`src/rtl/hist_eq_div_array.sv`:
```
// hist_eq_div_array: N-lane histogram-equalisation divider with its own
// memory sequencer. Each lane computes
//   round((cdf - cdf_min) * (2^GW - 1) / (pix_total - cdf_min))
// using a shared-counter restoring divider, one quotient bit per cycle.
// Optional build macro: HEQ_ROUND_EN (round-half-up); undefined = truncate.
module hist_eq_div_array #(
  parameter int LANES     = 8,
  parameter int DW        = 32,
  parameter int GW        = 8,
  parameter int AW        = 16,
  parameter int NUM_WORDS = 32,
  parameter int RD_LAT    = 1
) (
  input  logic                  clk,
  input  logic                  reset,
  input  logic                  start,
  input  logic [DW-1:0]         cdf_min,
  input  logic [DW-1:0]         pix_total,
  input  logic [AW-1:0]         rd_base,
  input  logic [AW-1:0]         wt_base,
  output logic                  mem_rd_en,
  output logic [AW-1:0]         mem_rd_addr,
  input  logic [LANES*DW-1:0]   mem_rd_data,
  output logic                  mem_wt_en,
  output logic [AW-1:0]         mem_wt_addr,
  output logic [LANES*DW-1:0]   mem_wt_data,
  output logic                  busy,
  output logic                  done,
  output logic                  err_div0
);

  localparam int NW = DW + GW + 1;
  localparam int CW = $clog2(NW + 1);
  localparam int IW = (NUM_WORDS > 1) ? $clog2(NUM_WORDS) : 1;
  localparam int LW = (RD_LAT > 1) ? $clog2(RD_LAT) : 1;
  localparam logic [GW-1:0] GMAX     = {GW{1'b1}};
  localparam logic [NW-1:0] GMAX_EXT = {{(NW-GW){1'b0}}, GMAX};

  typedef enum logic [2:0] {
    S_IDLE = 3'd0, S_RD = 3'd1, S_WAIT = 3'd2, S_LOAD = 3'd3,
    S_DIV = 3'd4, S_WR = 3'd5, S_DONE = 3'd6
  } state_t;

  state_t          state_r;
  logic [IW-1:0]   idx_r;
  logic [LW-1:0]   wait_r;
  logic [CW-1:0]   cnt_r;
  logic [DW-1:0]   cdf_min_r;
  logic [DW-1:0]   pix_total_r;
  logic [AW-1:0]   rd_base_r;
  logic [AW-1:0]   wt_base_r;
  logic [NW-1:0]   quo_r    [LANES];
  logic [DW-1:0]   rem_r    [LANES];

  logic [DW-1:0]         den_s;
  logic [DW-1:0]         rnd_s;
  logic [DW-1:0]         cdf_s;
  logic [DW-1:0]         d_s;
  logic [DW:0]           rem_sh_s;
  logic [DW:0]           diff_s;
  logic                  ge_s;
  logic [GW-1:0]         res_s;
  logic [NW-1:0]         num_s    [LANES];
  logic [NW-1:0]         quo_nx_s [LANES];
  logic [DW-1:0]         rem_nx_s [LANES];
  logic [LANES*DW-1:0]   wt_data_s;

  // Per-lane numerator build, one restoring-division step, and clamped result.
  always_comb begin
    den_s = pix_total_r - cdf_min_r;
`ifdef HEQ_ROUND_EN
    rnd_s = {1'b0, den_s[DW-1:1]};
`else
    rnd_s = {DW{1'b0}};
`endif
    cdf_s     = {DW{1'b0}};
    d_s       = {DW{1'b0}};
    rem_sh_s  = {(DW+1){1'b0}};
    diff_s    = {(DW+1){1'b0}};
    ge_s      = 1'b0;
    res_s     = {GW{1'b0}};
    wt_data_s = {(LANES*DW){1'b0}};
    for (int i = 0; i < LANES; i++) begin
      cdf_s = mem_rd_data[i*DW +: DW];
      if (cdf_s > cdf_min_r) begin
        d_s = cdf_s - cdf_min_r;
      end else begin
        d_s = {DW{1'b0}};
      end
      // d*(2^GW-1) as (d<<GW)-d keeps the product in NW bits.
      num_s[i] = (NW'(d_s) << GW) - NW'(d_s) + NW'(rnd_s);

      // A borrow out of the trial subtraction means the shifted remainder < den.
      rem_sh_s = {rem_r[i], quo_r[i][NW-1]};
      diff_s   = rem_sh_s - {1'b0, den_s};
      ge_s     = ~diff_s[DW];
      if (ge_s) begin
        rem_nx_s[i] = diff_s[DW-1:0];
      end else begin
        rem_nx_s[i] = rem_sh_s[DW-1:0];
      end
      quo_nx_s[i] = {quo_r[i][NW-2:0], ge_s};

      if (err_div0) begin
        res_s = {GW{1'b0}};
      end else if (quo_nx_s[i] > GMAX_EXT) begin
        res_s = GMAX;
      end else begin
        res_s = quo_nx_s[i][GW-1:0];
      end
      wt_data_s[i*DW +: DW] = {{(DW-GW){1'b0}}, res_s};
    end
  end

  // Sequencer FSM: read word, wait out latency, load, divide, write, repeat.
  always_ff @(posedge clk or negedge reset) begin
    if (!reset) begin
      state_r     <= S_IDLE;
      idx_r       <= {IW{1'b0}};
      wait_r      <= {LW{1'b0}};
      cnt_r       <= {CW{1'b0}};
      cdf_min_r   <= {DW{1'b0}};
      pix_total_r <= {DW{1'b0}};
      rd_base_r   <= {AW{1'b0}};
      wt_base_r   <= {AW{1'b0}};
      for (int i = 0; i < LANES; i++) begin
        quo_r[i] <= {NW{1'b0}};
        rem_r[i] <= {DW{1'b0}};
      end
      mem_rd_en   <= 1'b0;
      mem_rd_addr <= {AW{1'b0}};
      mem_wt_en   <= 1'b0;
      mem_wt_addr <= {AW{1'b0}};
      mem_wt_data <= {(LANES*DW){1'b0}};
      busy        <= 1'b0;
      done        <= 1'b0;
      err_div0    <= 1'b0;
    end else begin
      mem_rd_en <= 1'b0;
      mem_wt_en <= 1'b0;
      done      <= 1'b0;
      case (state_r)
        S_IDLE: begin
          if (start) begin
            cdf_min_r   <= cdf_min;
            pix_total_r <= pix_total;
            rd_base_r   <= rd_base;
            wt_base_r   <= wt_base;
            idx_r       <= {IW{1'b0}};
            err_div0    <= (pix_total == cdf_min);
            busy        <= 1'b1;
            mem_rd_en   <= 1'b1;
            mem_rd_addr <= rd_base;
            state_r     <= S_RD;
          end
        end
        S_RD: begin
          wait_r <= {LW{1'b0}};
          if (RD_LAT > 1) begin
            state_r <= S_WAIT;
          end else begin
            state_r <= S_LOAD;
          end
        end
        S_WAIT: begin
          if (wait_r == LW'(RD_LAT - 2)) begin
            state_r <= S_LOAD;
          end else begin
            wait_r <= wait_r + {{(LW-1){1'b0}}, 1'b1};
          end
        end
        S_LOAD: begin
          for (int i = 0; i < LANES; i++) begin
            quo_r[i] <= num_s[i];
            rem_r[i] <= {DW{1'b0}};
          end
          cnt_r   <= {CW{1'b0}};
          state_r <= S_DIV;
        end
        S_DIV: begin
          for (int i = 0; i < LANES; i++) begin
            quo_r[i] <= quo_nx_s[i];
            rem_r[i] <= rem_nx_s[i];
          end
          // The final step's quotient goes straight to the write registers.
          if (cnt_r == CW'(NW - 1)) begin
            mem_wt_en   <= 1'b1;
            mem_wt_addr <= wt_base_r + AW'(idx_r);
            mem_wt_data <= wt_data_s;
            state_r     <= S_WR;
          end else begin
            cnt_r <= cnt_r + {{(CW-1){1'b0}}, 1'b1};
          end
        end
        S_WR: begin
          if (idx_r == IW'(NUM_WORDS - 1)) begin
            done    <= 1'b1;
            state_r <= S_DONE;
          end else begin
            idx_r       <= idx_r + {{(IW-1){1'b0}}, 1'b1};
            mem_rd_en   <= 1'b1;
            mem_rd_addr <= rd_base_r + AW'(idx_r) + {{(AW-1){1'b0}}, 1'b1};
            state_r     <= S_RD;
          end
        end
        S_DONE: begin
          busy    <= 1'b0;
          state_r <= S_IDLE;
        end
        default: begin
          busy    <= 1'b0;
          state_r <= S_IDLE;
        end
      endcase
    end
  end

endmodule

```
`config.mk`:
```
export PLATFORM = sky130hd
export DESIGN_NAME = hist_eq_div_array
export DESIGN_NICKNAME = d
export VERILOG_FILES = /design/src/rtl/hist_eq_div_array.sv
export SDC_FILE = /design/constraint.sdc
export NUM_CORES = 2
export LEC_CHECK = 0
export BUFFER_PORTS_ARGS = -buffer_cell sky130_fd_sc_hd__buf_2
export CAP_MARGIN = 0
export CORE_AREA = 2 2 388 390
export CTS_CLUSTER_DIAMETER = 120
export DETAILED_ROUTE_END_ITERATION = 10
export DIE_AREA = 0 0 390 392
export GPL_TIMING_DRIVEN = 1
export PLACE_DENSITY = 0.74
export SYNTH_ARGS = -nofsm -noshare
export SYNTH_HDL_FRONTEND = slang
export SYNTH_SLANG_ARGS = --single-unit
export TNS_END_PERCENT = 50
```
`constraint.sdc`:
```
create_clock -name clk -period 10.7 [get_ports clk]
set_input_delay 0.535 -clock clk [delete_from_list [all_inputs] [get_ports clk]]
set_output_delay 0.535 -clock clk [all_outputs]
set_load 0.03 [all_outputs]
```
==> key figures <==
Timing
  • Sum Neg Setup Slack: 0 ps
  • Final setup fails: 0
  • Slew headroom: 9.92%
  • Final period util: 70.3%
  • RSZ-0062 raised after global routing: false
  • Max-slew violations: 0
  • Fmax: 133 MHz
  • Fin worst setup slack: 3180 ps
  • Final Hold Vio Count: 0
  • Clock Skews: 40.1 ps
  • Post-layout min period: 7520 ps
  • Worst-Margin Slew: 1340 ps

CTS
  • Clock Sinks: 796
  • CTS Buffer Depth: 3
  • CTS Root Cell: clkbuf_16
  • Worst-Skew Late Latency: 760 ps
  • TritonCTS clock tree: built
  • H-tree levels: 3
  • Clock Pin Slew Worst Setup and Hold Paths: 60 ps
  • # Post-CTS Setup Buffers: 0
  • PostCTS Resize Cnt: 0
  • Num CTS Buffers: 97

Yosys
  • Cell variety after synth: 106
  • Post-synthesis sequential area ratio: 25.9%
  • Avg Inst Size Synth: 8.15 um2
  • Syn Inst Count: 9427
  • Async S/R FF share, synth: 100%
  • Most used DFF post-synth: dfrtp_1
  • Post-Synth Simple-Gate Area: 16.1%
  • Synth Warn #: 0
  • Post-synthesis adder-cell area fraction: 12.7%
  • Post-Synth XOR/XNOR Area: 8.77%
  • Largest family of logic cells by synthesized area: compound AO/OA/AOI/OAI gates
  • Number of flops mapped to enable cells by yosys: 0
  • Multiplexer share of the synthesized area: 3.40%
  • FF+latch count, synth: 796
  • Synth Cell Area: 0.0769 mm2
  • Complex-gate fraction of the synthesized area: 27.1%

Flow run
  • Max Cap Viol: 0

Setup path
  • Crit path DAT: 8110 ps
  • Reg2Reg Depth: 23
  • Max FO, Critical Path: 32
  • Worst Path Required: 11290 ps
  • Crit path to: rem_r[10]$_DFFE_PN0P_
  • Startpoint Class: flip-flop
  • FF-to-FF End: rem_r[10]$_DFFE_PN0P_
  • R2r setup slk: 3180 ps
  • Reg2reg start: cdf_min_r[0]$_DFFE_PN0P_
  • CP Capture Type: flip-flop
  • Critical path class: reg -> reg
  • Crit. Startpoint: cdf_min_r[0]$_DFFE_PN0P_

GRT
  • GRT overflow: 0
  • Total GRT Usage: 33.6%
  • Initial antenna violation count: 34
  • Vias in the first global route: 69100
  • Largest net degree at the start of global routing: 200
  • First-pass GRT wire length: 403 mm

Placement
  • Worst slack, placed: 3490 ps
  • Port buffer count: 455
  • Hpwl dp: 197 mm
  • Gpl congestion: 0.999
  • DP Area: 0.0804 mm2

Finish
  • Fillers: 13800
  • Design Area, Final: 0.0839 mm2
  • Layout area overhead: 9.15%
  • Most frequent cells in the layout: nand2_1 (959), o21ai_0 (953), dfrtp_1 (795)
  • Fin util: 56.4%
  • Area of the multi-input gates: 0.0532 mm2
  • Commonest non-fill, non-tap cell in the layout: nand2_1
  • Total Nets Final: 10800
  • Share of layout cells above drive strength 1: 9.07%
  • Storage cell area: 0.0199 mm2

Pwr
  • Max VDD drop: 0.000118 V
  • Pint: 5.20 mW
  • LEAKAGE: 42.1 nW
  • Clock power frac: 49.7%
  • Reg power frac: 42.7%
  • Pwr Density: 84.1 mW/mm2
  • Combinational power share: 7.6%
  • Sw power: 1.85 mW
  • Sw Share: 26.3%

Floorplanning
  • Area of the core region: 0.149 mm2
  • Die area: 0.153 mm2
  • Die Wd: 390 um
  • Initial Utilization: 51.6%
  • Die extent in y: 392 um
  • Number of top-level pins: 648
  • # rows: 142

Routing
  • Initial DRC Count: 7379
  • Routed wire length per instance: 22.7 um
  • DRT Pass-1 Iters: 7
  • # DRC: 0
  • DR vias: 74000
  • Antenna Violating Nets Remaining: 0
  • WL final: 267 mm
  • Via density: 6.28

Outcome
  • Status: completed

Worst hold path
  • HP Class: in -> reg
  • Hold wc startpoint: wt_base[10]
[routing by layer]
layer | share of wire [%] | vias to the layer above | track usage [%] | wire, um
met5 | 0.030 | - | 0 | 81
met3 | 8.9 | 648 | 6.81 | 23700
met1 | 42 | 35400 | 44.9 | 112000
li1 | - | 34800 | - | -
met2 | 43 | 3130 | 50.4 | 115000
met4 | 6.1 | 14 | 19.6 | 16300
[how the worst min path moves through the flow]
stage | endpoint | cells after the start
floorplan | busy$_DFFE_PN0P_ | 0
detailed placement | mem_wt_data[131]$_DFFE_PN0P_ | 2
global route | wt_base_r[8]$_DFFE_PN0P_ | 2
global placement | mem_wt_data[133]$_DFFE_PN0P_ | 2
CTS | cdf_min_r[29]$_DFFE_PN0P_ | 3
finish | wt_base_r[10]$_DFFE_PN0P_ | 2
[cells by family (layout without fill, tap and decap cells)]
| logic type | Yosys count | after routing |
|---|---|---|
| XOR/XNOR | 769 | 769 |
| adder cells (fa/ha/maj) | 771 | 771 |
| other | 1 | 223 |
| buffers and inverters | 1009 | 1195 |
| AND/OR/NAND/NOR | 2572 | 2572 |
| multiplexers | 253 | 253 |
| AO/OA/AOI/OAI | 3256 | 3256 |
| flip-flops | 796 | 796 |
[state kept, by name, summed over array words and instances (netlist names)]
| register | cells |
|---|---|
| quo_nx_s | 320 |
| rem_r | 256 |
| mem_wt_data | 64 |
| cdf_min_r | 32 |
| pix_total_r | 32 |
| mem_rd_addr | 16 |
| mem_wt_addr | 16 |
| rd_base_r | 16 |
| wt_base_r | 16 |
| quo_r | 8 |
| cnt_r | 6 |
| idx_r | 5 |
| state_r | 3 |
| busy | 1 |
| done | 1 |
| err_div0 | 1 |
| mem_rd_en | 1 |
| mem_wt_en | 1 |
| wait_r | 1 |
[cell type report]
type | instances | share of cell area (%)
multi-input cells | 7813 | 63.5
flip-flops and latches | 796 | 23.7
clock inverters | 43 | 0.701
inverters | 451 | 2.02
well taps | 1944 | 2.90
clock buffers | 136 | 3.28
repair buffers | 565 | 3.80
diodes | 31 | 0.0925
[synth_stat cells (22+ instances only)]
cell	instances	area [um2]
nand2_1	964	3620
o21ai_0	953	4770
dfrtp_1	796	19900
ha_1	741	9270
a21oi_1	685	3430
xnor2_1	487	4270
nor2_1	467	1750
inv_1	451	1690
a21o_1	428	3210
a22oi_1	313	2350
clkbuf_1	302	1130
xor2_1	281	2460
buf_4	199	1490
mux2i_1	187	1870
nand3_1	146	731
nor4_1	145	907
nor3_1	136	681
nand4_1	130	813
nand2b_1	123	769
o31ai_1	113	848
nor2b_1	102	638
o21a_1	90	676
o21bai_1	89	668
and3_1	85	532
a31oi_1	75	469
and2_1	69	432
mux2_2	66	743
a211oi_1	53	398
or3_1	53	332
o211ai_1	46	345
a221o_1	35	350
nand3b_1	32	240
a211o_1	28	245
a21boi_0	27	203
buf_1	27	101
o21ai_1	27	135
or2_2	27	169
a22o_1	26	228
buf_2	26	130
nor3b_1	25	188
a221oi_1	22	193
[repair_timing]
item | CTS | global route
endpoints found under the hold margin | 97 | 0
hold buffers | 9 | 0
setup endpoints to repair | 0 | 0
[critical path, stage by stage (launching register included)]
cell       delay [ps]
dfrtp_1           330
buf_4             370
ha_1              260
nor2b_1            70
o2111ai_1         410
nand2_1           190
a21o_1            210
a21oi_1           220
xor2_2            880
ha_1              330
and3_1            260
nand4_1           110
nand2_1            80
a41oi_1            60
a31oi_1           670
a2111oi_0         250
o31ai_1           540
a311oi_1          220
o31ai_1           450
a211oi_2          200
xnor2_4           350
buf_4             510
mux2i_1           250
o21ai_0           100
[power by group through the flow]
stage	registers, mW	logic (mW)	clock network [mW]
final	3.01	0.539	3.50
after detailed placement	3.07	0.525	0
after CTS	3.01	0.531	3.53
after floorplan	3.07	0.350	0
after global placement	3.07	0.523	0
after global routing	3.01	0.583	3.65
[through the flow]
step                instances  total power [mW]  hold slack, ps
floorplan                9618              3.42             239
global placement        11600              3.59             459
detailed placement      11600              3.59             461
CTS                     11700              7.07            3.21
global route            11800              7.24            20.7
finish                  11800              7.05            31.8
Note: power is estimated with default switching activity, not from simulation.
